**src/rtl/quad_encoder.sv**
```systemverilog
// Quadrature encoder front end: synchronises and glitch-filters A/B/Z, decodes 4x position,
// direction and illegal transitions, and measures step rate over a fixed gate window.
module quad_encoder #(
  parameter int POS_WIDTH   = 16,
  parameter int FILT_LEN    = 3,
  parameter int SPEED_WIDTH = 16,
  parameter int GATE_CYCLES = 50000
) (
  input  logic                        clk,
  input  logic                        rst,
  input  logic                        enc_a,
  input  logic                        enc_b,
  input  logic                        enc_z,
  input  logic                        pos_clr,
  input  logic                        zero_en,
  input  logic                        err_clr,
  output logic signed [POS_WIDTH-1:0] position,
  output logic                        dir,
  output logic                        step,
  output logic                        err,
  output logic [SPEED_WIDTH-1:0]      speed,
  output logic                        speed_valid
);

  localparam int FCW = $clog2(FILT_LEN + 1);
  localparam int GCW = $clog2(GATE_CYCLES);

  logic [2:0]             sync1;
  logic [2:0]             sync2;
  logic [2:0]             filt;
  logic [1:0]             ab_cur;
  logic [1:0]             ab_prev;
  logic                   z_prev;
  logic                   z_rise;
  logic                   fwd;
  logic                   rev;
  logic                   illegal;
  logic                   valid_step;
  logic [POS_WIDTH-1:0]   pos_q;
  logic [GCW-1:0]         gate_cnt;
  logic                   gate_wrap;
  logic [SPEED_WIDTH-1:0] window;
  logic [SPEED_WIDTH-1:0] win_next;

  // Bit order in the pin vectors: [0]=A, [1]=B, [2]=Z.
  always_ff @(posedge clk or negedge rst) begin
    if (!rst) begin
      sync1 <= '0;
      sync2 <= '0;
    end else begin
      sync1 <= {enc_z, enc_b, enc_a};
      sync2 <= sync1;
    end
  end

  for (genvar i = 0; i < 3; i++) begin : g_filt
    logic           f_q;
    logic [FCW-1:0] cnt;

    always_ff @(posedge clk or negedge rst) begin
      if (!rst) begin
        f_q <= 1'b0;
        cnt <= '0;
      end else if (sync2[i] == f_q) begin
        cnt <= '0;
      end else if (cnt == FCW'(FILT_LEN - 1)) begin
        f_q <= sync2[i];
        cnt <= '0;
      end else begin
        cnt <= cnt + 1'b1;
      end
    end

    assign filt[i] = f_q;
  end

  assign ab_cur  = {filt[0], filt[1]};
  assign z_rise  = filt[2] & ~z_prev;
  assign illegal = (ab_prev ^ ab_cur) == 2'b11;

  // Forward Gray sequence on {A,B}: 00 -> 01 -> 11 -> 10 -> 00.
  always_comb begin
    fwd = 1'b0;
    rev = 1'b0;
    case ({ab_prev, ab_cur})
      4'b0001, 4'b0111, 4'b1110, 4'b1000: fwd = 1'b1;
      4'b0010, 4'b1011, 4'b1101, 4'b0100: rev = 1'b1;
      default: ;
    endcase
  end

  assign valid_step = fwd | rev;

  always_ff @(posedge clk or negedge rst) begin
    if (!rst) begin
      ab_prev <= '0;
      z_prev  <= 1'b0;
      pos_q   <= '0;
      dir     <= 1'b0;
      step    <= 1'b0;
      err     <= 1'b0;
    end else begin
      ab_prev <= ab_cur;
      z_prev  <= filt[2];
      step    <= valid_step;
      if (valid_step) begin
        dir <= fwd;
      end
      if (pos_clr || (zero_en && z_rise)) begin
        pos_q <= '0;
      end else if (fwd) begin
        pos_q <= pos_q + 1'b1;
      end else if (rev) begin
        pos_q <= pos_q - 1'b1;
      end
      if (illegal) begin
        err <= 1'b1;
      end else if (err_clr) begin
        err <= 1'b0;
      end
    end
  end

  assign position = pos_q;

  assign gate_wrap = gate_cnt == GCW'(GATE_CYCLES - 1);
  assign win_next  = (valid_step && window != '1) ? window + 1'b1 : window;

  // A step decoded on the wrap cycle still belongs to the closing window.
  always_ff @(posedge clk or negedge rst) begin
    if (!rst) begin
      gate_cnt    <= '0;
      window      <= '0;
      speed       <= '0;
      speed_valid <= 1'b0;
    end else if (gate_wrap) begin
      gate_cnt    <= '0;
      window      <= '0;
      speed       <= win_next;
      speed_valid <= 1'b1;
    end else begin
      gate_cnt    <= gate_cnt + 1'b1;
      window      <= win_next;
      speed_valid <= 1'b0;
    end
  end

endmodule

```
**config.mk**
```make
export PLATFORM = sky130hd
export DESIGN_NAME = quad_encoder
export DESIGN_NICKNAME = d
export VERILOG_FILES = /design/src/rtl/quad_encoder.sv
export SDC_FILE = /design/constraint.sdc
export NUM_CORES = 1
export LEC_CHECK = 0
export CORE_AREA = 2 2 94 96
export CTS_BUF_LIST = sky130_fd_sc_hd__clkbuf_8
export DETAILED_ROUTE_END_ITERATION = 6
export DIE_AREA = 0 0 96 98
export PLACE_DENSITY_LB_ADDON = 0.08
export SLEW_MARGIN = 10
export SYNTH_ARGS = -nofsm -noshare
export SYNTH_HDL_FRONTEND = slang
export SYNTH_SLANG_ARGS = --single-unit
```
**constraint.sdc**
```tcl
create_clock -name clk -period 4.8 [get_ports clk]
set_clock_uncertainty 0.05 [all_clocks]
set_input_delay 0.96 -clock clk [delete_from_list [all_inputs] [get_ports clk]]
set_output_delay 0.96 -clock clk [all_outputs]
set_load 0.005 [all_outputs]
```
==> Word level (Yosys, flattened, before mapping) <==
Cells that the tools add are included.
{ "word_totals": {"wordCells": 76, "ff_bits": 86, "out_inout_bits": 36} }
{ "op_classes": {"reduce_logical": 10, "muxes": 17, "addsub": 7, "n_eq_ne": 17, "bitwise_logic": 7} }
{ "ops": {"columns": ["operator", "count"], "rows": [
  ["$mux W16", 6],
  ["$add A16 B1 Y16 const B", 3],
  ["$eq A16 B16 Y1 const B", 1],
  ["$eq A4 B4 Y1 const B", 4],
  ["$ne A16 B16 Y1 const B", 1],
  ["$sub A16 B1 Y16 const B", 1],
  ["$mux W2", 6],
  ["$eq A2 B2 Y1 const B", 4],
  ["$eq A4 B3 Y1 const B", 2],
  ["$reduce_or A4 Y1", 2],
  ["$add A2 B1 Y2 const B", 3],
  ["$reduce_and A2 Y1", 3],
  ["$mux W1", 5],
  ["$eq A4 B1 Y1 const B", 1],
  ["$eq A4 B2 Y1 const B", 1],
  ["$not A1 Y1", 4],
  ["$eq A1 B1 Y1", 3],
  ["$reduce_bool A3 Y1", 1],
  ["$logic_and A1 B1 Y1", 2],
  ["$reduce_bool A2 Y1", 1],
  ["$xor A2 B2 Y2", 1],
  ["$and A1 B1 Y1", 1],
  ["$logic_or A1 B1 Y1", 1],
  ["$or A1 B1 Y1", 1]
]} }

==> Longest topological paths before layout <==
{ "logic_depth": {"ltp_word": 7, "depth_mapped": 11} }

==> Worst setup path before layout <==
No wires, ideal clock.
{ "synth_path": {"path_type": "reg-to-reg", "startpoint": "register g_filt[1].f_q", "endpoint": "register pos_q[12] (netlist: position[12])", "arrival_ns": 2.838, "slack_ns": 1.791, "period_less_slack_ns": 3.009, "stages_incl_launch_ff": 12, "n_path_buf": 1, "path_cell_list": "dfrtp_1 > xnor2_1 > or2_2 > clkbuf_1 > inv_1 > fa_1 > nand2b_1 > a21oi_1 > o41ai_1 > a311oi_1 > mux2i_1 > nand2_1"} }
{ "synth_between": {"elab_chain_cells": 5} }
{ "synth_lines": {"columns": ["item", "line", "text"], "rows": [
  ["start: declaration", "57", "logic f_q;"],
  ["start signal: assignment", "67", "f_q <= sync2[i];"],
  ["$eq A4 B1 Y1 (tied with other cells)", "85", "case ({ab_prev, ab_cur})"],
  ["$reduce_or A4 Y1 (*)", "85", null],
  ["$mux W1 (*)", "85", null],
  ["via fwd", "35", "logic fwd;"],
  ["$mux W16", "111", "end else if (fwd) begin"],
  ["$mux W16", "109", "if (pos_clr || (zero_en && z_rise)) begin"],
  ["end signal: assignment", "112", "pos_q <= pos_q + 1'b1;"],
  ["end signal: assignment", "114", "pos_q <= pos_q - 1'b1;"],
  ["end: declaration", "39", "logic [POS_WIDTH-1:0] pos_q;"]
]} }
Mark *: on every way through the listed nets, which the timed path passes. The rest lies on a longest branch.
A chain may end at the register's enable or synchronous reset.

==> Worst setup path in the final report <==
Ends and elaborated chain as after synthesis.

==> metrics.txt <==
status=complete, no violations; average wire per standard cell=14.1 um; grt ovf=0; Area Growth Syn to Fin=17.9%; syn_nets=about 450; Worst EP required=5000 ps; Syn Area/Cell=roughly 10 um2; H-tree depth=3; I/O Buffers=43; Max-Cap Viols=0; hold buffers post-CTS=0; Remaining DRCs=0; switch share=43.2%; post-synthesis cell count=422; Initial Utilization=49.9%; Power per Cell Area=718 nW/um2; CP max-delay cell=dfrtp_1; Synth area leaders=dfrtp_1 51%, xnor2_1 4.8%, ha_1 4.7%; Post-synth EDFFs=0; vias=roughly 3,200; CP endpoint kind=register; root buffer cell=clkbuf_8; yosys warns=0; busiest grt layer=met2; Non-Filler Instances=580; Die Ht=roughly 98 um; first-pass GRT wire length=14,500 um; clock power share=15.8%; met2 usage=31.8%; RSZ-0062 raised after global routing=no; DR pass1 iterations=4; # fillers=732; peak fanout along the critical path=18; Crit Path Class=reg -> reg; Primary FF master, synth=dfrtp_1; clock tree from TritonCTS=done; Worst VDD drop=~0.32 mV; hold depth=0; clk_lat worst skew=360 ps; Synth Cell Area=4220 um2; DIE AREA=9410 um2; setup violators final=0; final wirelength=8190 um; largest stage delay on the critical path=440 ps; largest net degree at the start of global routing=49; worst hold start=sync1[0]$_DFF_PN0_; Reg power frac=27.8%; Resize count post-CTS=0; Worst setup SP type=register; Worst Max-Slew Pin Slew=1060 ps; CTS Buf Count=9; row cnt=34; M3 GR Usage=under 10%; Iter 0 DRT Violations=97; Comb pwr share=a little under three fifths; RD Place Congestion=0.875; Final Max Slew Viols=0; hold endpoint=sync2[0]$_DFF_PN0_; largest area contributor in the netlist=dfrtp_1; register area share after synthesis=51.0%; Final #Nets=between 400 and 500; critical-path cell list=xnor2_1, or2_2, inv_1, fa_1, nand2b_1, a21oi_1, o41ai_1, a311oi_1, mux2i_1, nand2_1; P_leak=2.20 nW; I/O Pins=44; worst min-delay path class=reg -> reg; Die Wd=96 um; worst rel slew slack=between 20% and 30%; Final Hold Vio Count=0; worst path bufs/invs=1; core box area=between 8000 and 9000 um2; Max Freq=around 330 MHz; Power, Total=0.00358 W; Sink Count=86; placed cells=564; internal power=0.00203 W; Crit path arrival time=3280 ps; vias in the first global route=approximately 3,200; Synth Register Bits=86; dpl hpwl=5680 um; share of layout cells above drive strength 1=6.78%; Register-to-Register Path Depth=10; # Post-CTS Setup Buffers=0; drt via density=about 5.5; Tcrit/Tclk final=around 64%; clock transition at the registers of the reported paths=90 ps; Total Routing Usage GR=19.6%; antenna cells=0; min cycle time layout=3080 ps; Yosys top cell area share=51.0%; reg2reg end=position[12]$_DFFE_PN0P_; initial antenna violation count=0; antenna viol nets, final=0; clk buf depth=2; critical path's top delay family=compound AO/OA/AOI/OAI gates; Worst R2R Start=g_filt[1].f_q$_DFFE_PN0P_; final setup TNS=0 ps; Synth cell types=between 40 and 50; r2r setup slk=1720 ps; GR met1 Demand/Resource=25.9%; fraction of registers with async set/reset=100%; Psw=0.00154 W
==> cell type report <==
cell class | instances | area [um2] | share of cell area (%)
clock buffer | 10 | 138 | 2.76
clock inverter | 6 | 86.3 | 1.73
inverter | 8 | 30.0 | 0.603
multi-input combinational | 317 | 2000 | 40.1
sequential | 86 | 2150 | 43.2
tap | 108 | 135 | 2.71
timing repair buffer | 45 | 443 | 8.89
==> power by group through the flow <==
stage | clock [W] | sequential (W) | combinational [W]
after floorplan | 0 | 0.000987 | 0.00153
after global placement | 0 | 0.000998 | 0.00198
after detailed placement | 0 | 0.00101 | 0.00200
after CTS | 0.000584 | 0.000994 | 0.00202
after global routing | 0.000610 | 0.00102 | 0.00228
final | 0.000566 | 0.000993 | 0.00202
==> through the flow <==
stage	utilization, %	cell area [um2]	setup WS [ps]	hold WS [ps]
after floorplan	-	4220	1790	281
after global routing	58.8	4980	1340	312
final	58.8	4980	1720	304
after CTS	58.8	4980	1640	306
after global placement	56.2	4760	1740	286
after detailed placement	56.2	4760	1680	285
==> sequential cells by signal, summed over array words and instances, names as in the netlist, 2 cells and up <==
signal / cells
g_filt.cnt: 6
position: 16
ab_prev: 2
window: 16
gate_cnt: 16
speed: 16
g_filt.f_q: 3
sync2: 3
sync1: 3
==> placed cells by master, fill, tap and decap left out, types with 10 or more instances in the layout <==
master,n
dfrtp_1,86
nand2_1,51
clkdlybuf4s50_1,42
nor2_1,40
xnor2_1,23
o21ai_0,23
nand3_1,21
xor2_1,20
a21oi_1,17
ha_1,16
nor3_1,12
nand4_1,11
clkbuf_8,10
==> per-layer routing <==
metal	up-vias	share of wire (%)	wire length, um
li1	1566	-	-
met1	1532	47	3860
met2	52	48	3950
met3	14	2.7	223
met4	0	1.9	152
met5	-	0	0
==> worst reg2reg max path, delay by kind of cell (launching register included) <==
family	cells	cell delay (ps)
multiplexers	1	220
AND/OR/NAND/NOR	3	670
XOR/XNOR	1	330
buffers and inverters	1	110
AO/OA/AOI/OAI	3	760
adder cells (fa/ha/maj)	1	390
flip-flops	1	440
==> worst max-delay path by stage <==
stage | startpoint | to | slack (ps) | cells after the start
floorplan | g_filt[1].f_q$_DFFE_PN0P_ | position[12]$_DFFE_PN0P_ | 1790 | 11
global placement | g_filt[1].f_q$_DFFE_PN0P_ | position[12]$_DFFE_PN0P_ | 1740 | 10
detailed placement | gate_cnt[0]$_DFF_PN0_ | gate_cnt[14]$_DFF_PN0_ | 1680 | 6
CTS | gate_cnt[0]$_DFF_PN0_ | gate_cnt[15]$_DFF_PN0_ | 1640 | 6
global route | gate_cnt[0]$_DFF_PN0_ | gate_cnt[15]$_DFF_PN0_ | 1340 | 6
finish | g_filt[1].f_q$_DFFE_PN0P_ | position[12]$_DFFE_PN0P_ | 1720 | 10
==> kinds of logic after synthesis <==
kind of cell	after synthesis	share of synthesized area, %
xor+xnor	45	9.69
compound gates	75	11.2
buf+inv	19	1.78
mux	6	1.51
flops	86	51.0
fa+ha+maj	17	5.21
simple gates	174	19.6
==> synthesized netlist by cell type (2+ instances only) <==
master and n:
and2_1 4, or2_2 4, a41oi_1 2, o21ai_1 3
a31oi_1 2, a211oi_1 6, nor4_1 3, nand4_1 11
o22ai_1 2, dfrtp_1 86, xnor2_1 23, o21ai_0 23
nor3b_1 3, nor2_1 40, ha_1 16, mux2_2 3
xor2_1 20, nand2b_1 3, mux2i_1 3, xor2_2 2
a31o_2 2, o211ai_1 3, nor3_1 12, inv_1 6
and3_1 8, buf_2 3, nand2_1 51, or3_1 6
a21oi_1 17, nand3_1 21, and4_1 2, nor2b_1 4
a21o_1 8, clkbuf_1 8
Note: power is estimated with default switching activity, not from simulation.
